--- src/rtl/pid_sequencer.sv ---
// -----------------------------------------------------------------------------
// pid_sequencer
//   Steps a discrete PID update through an external 16-entry register bank.
//   Each busy cycle reads two bank entries, computes one result and writes it
//   back. Eight steps in total: error, P term, I term, D term, sum, PWM output,
//   and then the two history updates.
//
// Ports
//   clk      - single clock, rising edge
//   rst      - asynchronous active-low reset
//   start    - sample request, honoured only in IDLE
//   OperaA   - bank read data for RtAddrs (signed Q8.10)
//   OperaB   - bank read data for RsAddrs (signed Q8.10)
//   RsAddrs  - read address feeding OperaB
//   RtAddrs  - read address feeding OperaA
//   RdAddrs  - write address
//   WtReg    - write enable; the bank captures WrDat at the closing edge
//   WrDat    - write data (signed Q8.10)
//   busy     - high during the eight compute steps
//   done     - one-cycle pulse after the last step
//   ovf      - set if any step saturated during the last sequence
// -----------------------------------------------------------------------------
module pid_sequencer #(
  parameter logic signed [17:0] KP = 18'sd1024,
  parameter logic signed [17:0] KI = 18'sd256,
  parameter logic signed [17:0] KD = 18'sd512
) (
  input  logic               clk,
  input  logic               rst,
  input  logic               start,
  input  logic signed [17:0] OperaA,
  input  logic signed [17:0] OperaB,
  output logic        [3:0]  RsAddrs,
  output logic        [3:0]  RtAddrs,
  output logic        [3:0]  RdAddrs,
  output logic               WtReg,
  output logic signed [17:0] WrDat,
  output logic               busy,
  output logic               done,
  output logic               ovf
);

  typedef enum logic [3:0] {
    IDLE = 4'd0, S1 = 4'd1, S2 = 4'd2, S3 = 4'd3, S4 = 4'd4,
    S5 = 4'd5, S6 = 4'd6, S7 = 4'd7, S8 = 4'd8, DONE = 4'd9
  } state_t;

  // Per-state control word: the addresses and flags a state presents.
  typedef struct packed {
    logic [3:0] rs;
    logic [3:0] rt;
    logic [3:0] rd;
    logic       wt;
    logic       bsy;
    logic       dn;
  } dec_t;

  localparam dec_t DEC_IDLE = '{rs: 4'd0, rt: 4'd0, rd: 4'd0, wt: 1'b0, bsy: 1'b0, dn: 1'b0};
  localparam logic signed [25:0] W_MAX = 26'sd131071;
  localparam logic signed [25:0] W_MIN = 26'h3fe0000;   // -131072

  state_t state_r, state_s;
  dec_t   dec_r;
  logic   ovf_r, ovf_s;
  logic signed [17:0] wrdat_s;

  // Control word for a given state.
  function automatic dec_t decode(input state_t s);
    dec_t d;
    d = DEC_IDLE;
    case (s)
      S1:      d = '{rs: 4'd1, rt: 4'd2, rd: 4'd3,  wt: 1'b1, bsy: 1'b1, dn: 1'b0};
      S2:      d = '{rs: 4'd3, rt: 4'd0, rd: 4'd9,  wt: 1'b1, bsy: 1'b1, dn: 1'b0};
      S3:      d = '{rs: 4'd6, rt: 4'd3, rd: 4'd4,  wt: 1'b1, bsy: 1'b1, dn: 1'b0};
      S4:      d = '{rs: 4'd2, rt: 4'd5, rd: 4'd8,  wt: 1'b1, bsy: 1'b1, dn: 1'b0};
      S5:      d = '{rs: 4'd9, rt: 4'd4, rd: 4'd7,  wt: 1'b1, bsy: 1'b1, dn: 1'b0};
      S6:      d = '{rs: 4'd7, rt: 4'd8, rd: 4'd10, wt: 1'b1, bsy: 1'b1, dn: 1'b0};
      S7:      d = '{rs: 4'd4, rt: 4'd0, rd: 4'd6,  wt: 1'b1, bsy: 1'b1, dn: 1'b0};
      S8:      d = '{rs: 4'd2, rt: 4'd0, rd: 4'd5,  wt: 1'b1, bsy: 1'b1, dn: 1'b0};
      DONE:    d = '{rs: 4'd0, rt: 4'd0, rd: 4'd0,  wt: 1'b0, bsy: 1'b0, dn: 1'b1};
      default: d = DEC_IDLE;
    endcase
    return d;
  endfunction

  // Sign-extended sum / difference; 26 bits so all operators share one saturator.
  function automatic logic signed [25:0] add_w(input logic signed [17:0] x, input logic signed [17:0] y);
    return {{8{x[17]}}, x} + {{8{y[17]}}, y};
  endfunction

  function automatic logic signed [25:0] sub_w(input logic signed [17:0] x, input logic signed [17:0] y);
    return {{8{x[17]}}, x} - {{8{y[17]}}, y};
  endfunction

  // Q8.10 product: full 36-bit product, drop the 10 fraction bits (floor).
  function automatic logic signed [25:0] mul_w(input logic signed [17:0] x, input logic signed [17:0] y);
    logic signed [35:0] p;
    p = 36'(x) * 36'(y);
    return p[35:10];
  endfunction

  function automatic logic signed [17:0] sat18(input logic signed [25:0] v);
    if (v > W_MAX) begin
      return 18'h1ffff;
    end else if (v < W_MIN) begin
      return 18'h20000;
    end else begin
      return v[17:0];
    end
  endfunction

  function automatic logic clipped(input logic signed [25:0] v);
    return (v > W_MAX) || (v < W_MIN);
  endfunction

  // Next state, write data and overflow flag for the current step.
  always_comb begin
    logic signed [25:0] mid_w;
    logic signed [25:0] res_w;
    logic signed [17:0] mid_q;
    state_s = state_r;
    wrdat_s = 18'sd0;
    ovf_s   = ovf_r;
    mid_w   = 26'sd0;
    res_w   = 26'sd0;
    mid_q   = 18'sd0;
    case (state_r)
      IDLE: begin
        if (start) begin
          state_s = S1;
          ovf_s   = 1'b0;
        end else begin
          state_s = IDLE;
        end
      end
      S1: begin
        res_w   = sub_w(OperaB, OperaA);
        wrdat_s = sat18(res_w);
        ovf_s   = ovf_r | clipped(res_w);
        state_s = S2;
      end
      S2: begin
        res_w   = mul_w(KP, OperaB);
        wrdat_s = sat18(res_w);
        ovf_s   = ovf_r | clipped(res_w);
        state_s = S3;
      end
      S3: begin
        // ik = ik1 + KI*ek, both stages saturate independently
        mid_w   = mul_w(KI, OperaA);
        mid_q   = sat18(mid_w);
        res_w   = add_w(OperaB, mid_q);
        wrdat_s = sat18(res_w);
        ovf_s   = ovf_r | clipped(mid_w) | clipped(res_w);
        state_s = S4;
      end
      S4: begin
        // dk = KD*(POT - yk1): derivative on measurement, not on error
        mid_w   = sub_w(OperaB, OperaA);
        mid_q   = sat18(mid_w);
        res_w   = mul_w(KD, mid_q);
        wrdat_s = sat18(res_w);
        ovf_s   = ovf_r | clipped(mid_w) | clipped(res_w);
        state_s = S5;
      end
      S5: begin
        res_w   = add_w(OperaB, OperaA);
        wrdat_s = sat18(res_w);
        ovf_s   = ovf_r | clipped(res_w);
        state_s = S6;
      end
      S6: begin
        res_w   = sub_w(OperaB, OperaA);
        wrdat_s = sat18(res_w);
        ovf_s   = ovf_r | clipped(res_w);
        state_s = S7;
      end
      S7: begin
        wrdat_s = OperaB;
        state_s = S8;
      end
      S8: begin
        wrdat_s = OperaB;
        state_s = DONE;
      end
      DONE: begin
        state_s = IDLE;
      end
      default: begin
        state_s = IDLE;
      end
    endcase
  end

  // State, registered control word and overflow flag.
  always_ff @(posedge clk or negedge rst) begin
    if (!rst) begin
      state_r <= IDLE;
      dec_r   <= DEC_IDLE;
      ovf_r   <= 1'b0;
    end else begin
      state_r <= state_s;
      dec_r   <= decode(state_s);
      ovf_r   <= ovf_s;
    end
  end

  assign RsAddrs = dec_r.rs;
  assign RtAddrs = dec_r.rt;
  assign RdAddrs = dec_r.rd;
  assign WtReg   = dec_r.wt;
  assign busy    = dec_r.bsy;
  assign done    = dec_r.dn;
  assign ovf     = ovf_r;
  assign WrDat   = wrdat_s;

endmodule

--- config.mk ---
export PLATFORM = sky130hd
export DESIGN_NAME = pid_sequencer
export DESIGN_NICKNAME = d
export VERILOG_FILES = /design/src/rtl/pid_sequencer.sv
export SDC_FILE = /design/constraint.sdc
export NUM_CORES = 1
export LEC_CHECK = 0
export ABC_AREA = 1
export CAP_MARGIN = 15
export CORE_UTILIZATION = 35
export CTS_CLUSTER_DIAMETER = 40
export DETAILED_ROUTE_END_ITERATION = 12
export GPL_TIMING_DRIVEN = 0
export SLEW_MARGIN = 0
export SYNTH_ARGS = -nofsm -noshare
export SYNTH_HDL_FRONTEND = slang
export SYNTH_SLANG_ARGS = --single-unit
--- constraint.sdc ---
create_clock -name clk -period 3.3 [get_ports clk]
set_clock_uncertainty 0.2 [all_clocks]
set_input_delay 0.495 -clock clk [delete_from_list [all_inputs] [get_ports clk]]
set_output_delay 0.495 -clock clk [all_outputs]
set_load 0.01 [all_outputs]
==> results.txt <==
* Grt total ovfl: 0
- Across all hold checks on the routed design, the worst slack comes to 0.373 ns.
* Finished layout cell area: 8590 sq um
- The initial antenna violation count was 0.
- First-pass iteration count of the detailed router: 5
* Number of sinks handled by clock tree synthesis: 19
- For the pin with the worst max-slew slack, the measured transition is 0.871 ns.
- In this design, the stage delay of the slowest critical-path cell is 0.30 ns.
- The first global-routing pass estimated 32.1 mm of wire.
- The floorplan step defined a core boundary enclosing 14500 sq um.
* Clock latency reported for the late side of the worst-skew pair: 0.25 ns
- Setup violation total in the final timing report: 5
- For this configuration, the core starts out at a cell density of 35.7%.
- Logic depth of the worst register-to-register path: 10
- Crit Reg-Reg Endpoint: RdAddrs[2]
- Data on the critical path is required at its endpoint by 2.60 ns.
- The floorplan has 44 rows.
* FF+latch count, synth: 19
- The clock passes through at most 2 buffers.
- For this design the static power due to leakage is 4.31 nW.
- TritonCTS built the clock tree.
- Cell Area, Placed: 6120 sq um
- The path with the worst hold slack has its endpoint at ovf.
- The routed layout has 6695 vias.
* Status: finished with violations
- Worst path setup slack after routing: -0.0549 ns
- In the routed layout, each cell is associated on average with a via count of 5.27.
- Power spread over the standard cell area amounts to 493 nW/um^2.
* Leading cell type in the layout, fill and taps excluded: sky130_fd_sc_hd__nand2_1
* Die Footprint: 15200 sq um
- Unrepaired setup endpoints after global routing: yes
- Average cell area after synthesis: 5.63 sq um
- Vias in the first global route: 6404
- Counting the buffers created by CTS gives 3.
- The count of nets left with antenna violations once routing finished came out at 0.
- Min Clock Period, post-route: 3.35 ns
- In this run the number of H-tree levels came out at 1.
* Depth of the worst hold-timing path: 2
- Sum of net half-perimeters after detailed placement: 15.6 mm
- Post-layout nets: 1187
- Final Max Slew Viols: 0
- Routability Congestion: 0.976
- Entering global routing, the biggest net connects 20 pins.
* Kind of start point of the critical path: input port
- The checks that failed: setup timing.
- Leaving out fill and tap cells, the most frequent cells in the layout are sky130_fd_sc_hd__nand2_1, sky130_fd_sc_hd__inv_1, sky130_fd_sc_hd__buf_4.
- In this run the worst hold path is classified as register to register.
- Layout cells sized above 1: 43.7%
- Number of placed I/O pins: 73
- Max-cap violations in this run came to 0.
* Highest routed layer: met4
* List of cells traversed by the critical path: buf_4 -> ha_4 -> nand2_2 -> inv_2 -> nand3_4 -> nor2_4 -> nand4_1 -> nand4_1 -> buf_4 -> nand2_4 -> nand3_4 -> buf_8 -> nand3_2 -> nor2_2 -> nand4_1 -> buf_2
* Proportion of synthesized chip area in sequential cells: 9.21%
- Detail Route met2 WL: 10.4 mm
- Total routed wirelength: 21.4 mm
- By startpoint and endpoint, the worst setup path is classified as input port to output port.
* Most frequent cell on the critical path: sky130_fd_sc_hd__nand4_1
- In this run, distinct cell masters in the synthesized netlist total 43.
* Worst-case register-to-register setup slack: 0.79 ns
* Antenna fix cells: 0
* Clk Tree Root Cell: sky130_fd_sc_hd__clkbuf_16
- In the detailed route, the total length drawn on met3 is 1.40 mm.
- From synthesis to final layout, the design area changed by 66.3%.
- Final Hold Viols: 0
- Source of the worst register-to-register timing path: state_r[2]
- Peak fanout along the critical path: 5
* Total GRT Usage: 27.6%
- After detailed routing, the average wire length per cell comes to 16.8 um.
* Ratio of final minimum period to clock period: 102%
- Number of nets in the synthesized netlist: 1017
- CTS Hold Buffers Added: 0
- Mapped cell area: 5160 sq um
- From bottom edge to top edge, the die measures 123 um.
* Initial DRC Count: 414
* Count of synthesis-stage warnings from yosys: 0
- Peak VDD IR: 0.263 mV
- Hold path startpoint: ovf
- Measured against its own limit, the worst slew margin works out to 41.7%.
- Among all stages on the critical path, the largest delay is contributed by sky130_fd_sc_hd__ha_4.
* IO Port Bufs: 72
* Maximum frequency from static timing analysis: 0.298 GHz
- After clock tree synthesis, the clock-pin slew on the worst setup and hold paths is 0.05 ns.
- In the final routing, the length of wire on met1 measures 8.63 mm.
* Fill cell count: 1330
- Arr. time, crit path: 2.66 ns
- The floorplan step set the die width to 123 um.
- After detailed routing, the number of remaining DRC violations is 0.
* Count of mapped cells out of synthesis: 918
- Setup crit end kind: output port
## worst max path at each step
stage,start,to,cells after the start
floorplan,OperaB[0],WrDat[7],13
finish,OperaB[14],WrDat[10],16
global placement,OperaA[14],WrDat[10],15
detailed placement,OperaA[11],WrDat[10],16
global route,OperaA[7],WrDat[14],20
CTS,OperaA[3],WrDat[10],20
## cells in the mapped netlist (all sizes together)
cell type    n  share of area, %
a21oi       68               7.0
clkbuf       2              0.41
o211a        1              0.19
o21ai       15               1.5
nor4         1              0.12
nand3b       3              0.44
a21boi       2              0.29
or2          2              0.24
xor2        23               3.9
nor2       108               8.2
nand3       73               7.6
o21bai       6              0.87
a21o         2              0.29
a211oi       3              0.44
fa           3               1.2
nand4       23               2.8
nand2      323                25
o211ai       1              0.15
dfrtp       19               9.2
xnor2       10               1.7
inv        141                10
buf         21               3.2
o31ai        1              0.15
a31oi        2              0.24
o2111ai      1              0.17
ha          57                14
nor3         6              0.80
o22ai        1              0.12
## worst max-delay path: cells and delay by family
kind | cells | cell delay [ns]
AND/OR/NAND/NOR | 10 | 1.15
buffers and inverters | 5 | 0.71
adder cells (fa/ha/maj) | 1 | 0.30
## power breakdown
group | total, W | switching [W] | internal (W)
sequential | 0.000401 | 0.0000545 | 0.000346
combinational | 0.00359 | 0.00209 | 0.00150
clock | 0.000249 | 0.0000862 | 0.000162
## registers in the layout (all words and copies together), names as in the netlist
name,flops
RtAddrs,4
RdAddrs,4
WtReg,1
state_r,4
RsAddrs,4
done,1
ovf,1
## layer usage
layer	vias to the layer above	track usage (%)
met5	-	0
met1	3088	34.4
met4	0	12.0
met3	85	2.49
met2	273	48.0
li1	3249	-
## cells by family after synthesis
group / after synthesis / share of synthesized area [%]
and+or+nand+nor: 539 / 45.0
buffers and inverters: 164 / 13.9
AOI/OAI and AO/OA: 103 / 11.3
xor gates and xnor gates: 33 / 5.60
DFF: 19 / 9.21
adders and majority gates: 60 / 15.0
## metrics by stage
stage	instances	total power, W	util, %	TNS [ns]	setup slack (ns)
2_1_floorplan	918	0.00210	-	0	0.400
3_3_place_gp	1174	0.00330	42.2	-20.81	-1.25
3_5_place_dp	1174	0.00330	42.2	-20.91	-1.23
4_1_cts	1256	0.00389	54.4	-0.0278	-0.0266
5_1_grt	1271	0.00456	59.3	-1.69	-0.147
6_report	1271	0.00424	59.3	-0.127	-0.0549
## layout make-up
type / count / area, sq um / share of cell area, %
Multi-Input combinational cell: 736 / 5490 / 63.9
Clock buffer: 3 / 75.1 / 0.874
Timing Repair Buffer: 175 / 1610 / 18.7
Tap cell: 184 / 230 / 2.68
Inverter: 141 / 567 / 6.60
Sequential cell: 19 / 475 / 5.54
Clock inverter: 1 / 5.00 / 0.0583
Buffer: 12 / 139 / 1.62
## timing repair
item,in CTS,in global routing
cloned,6,2
pin swaps,111,103
setup buffers,73,23
endpoints found under the hold margin,0,0
gates resized for setup,528,185
setup endpoints to repair,18,18
No activity file was read; power rests on OpenSTA's default activity.
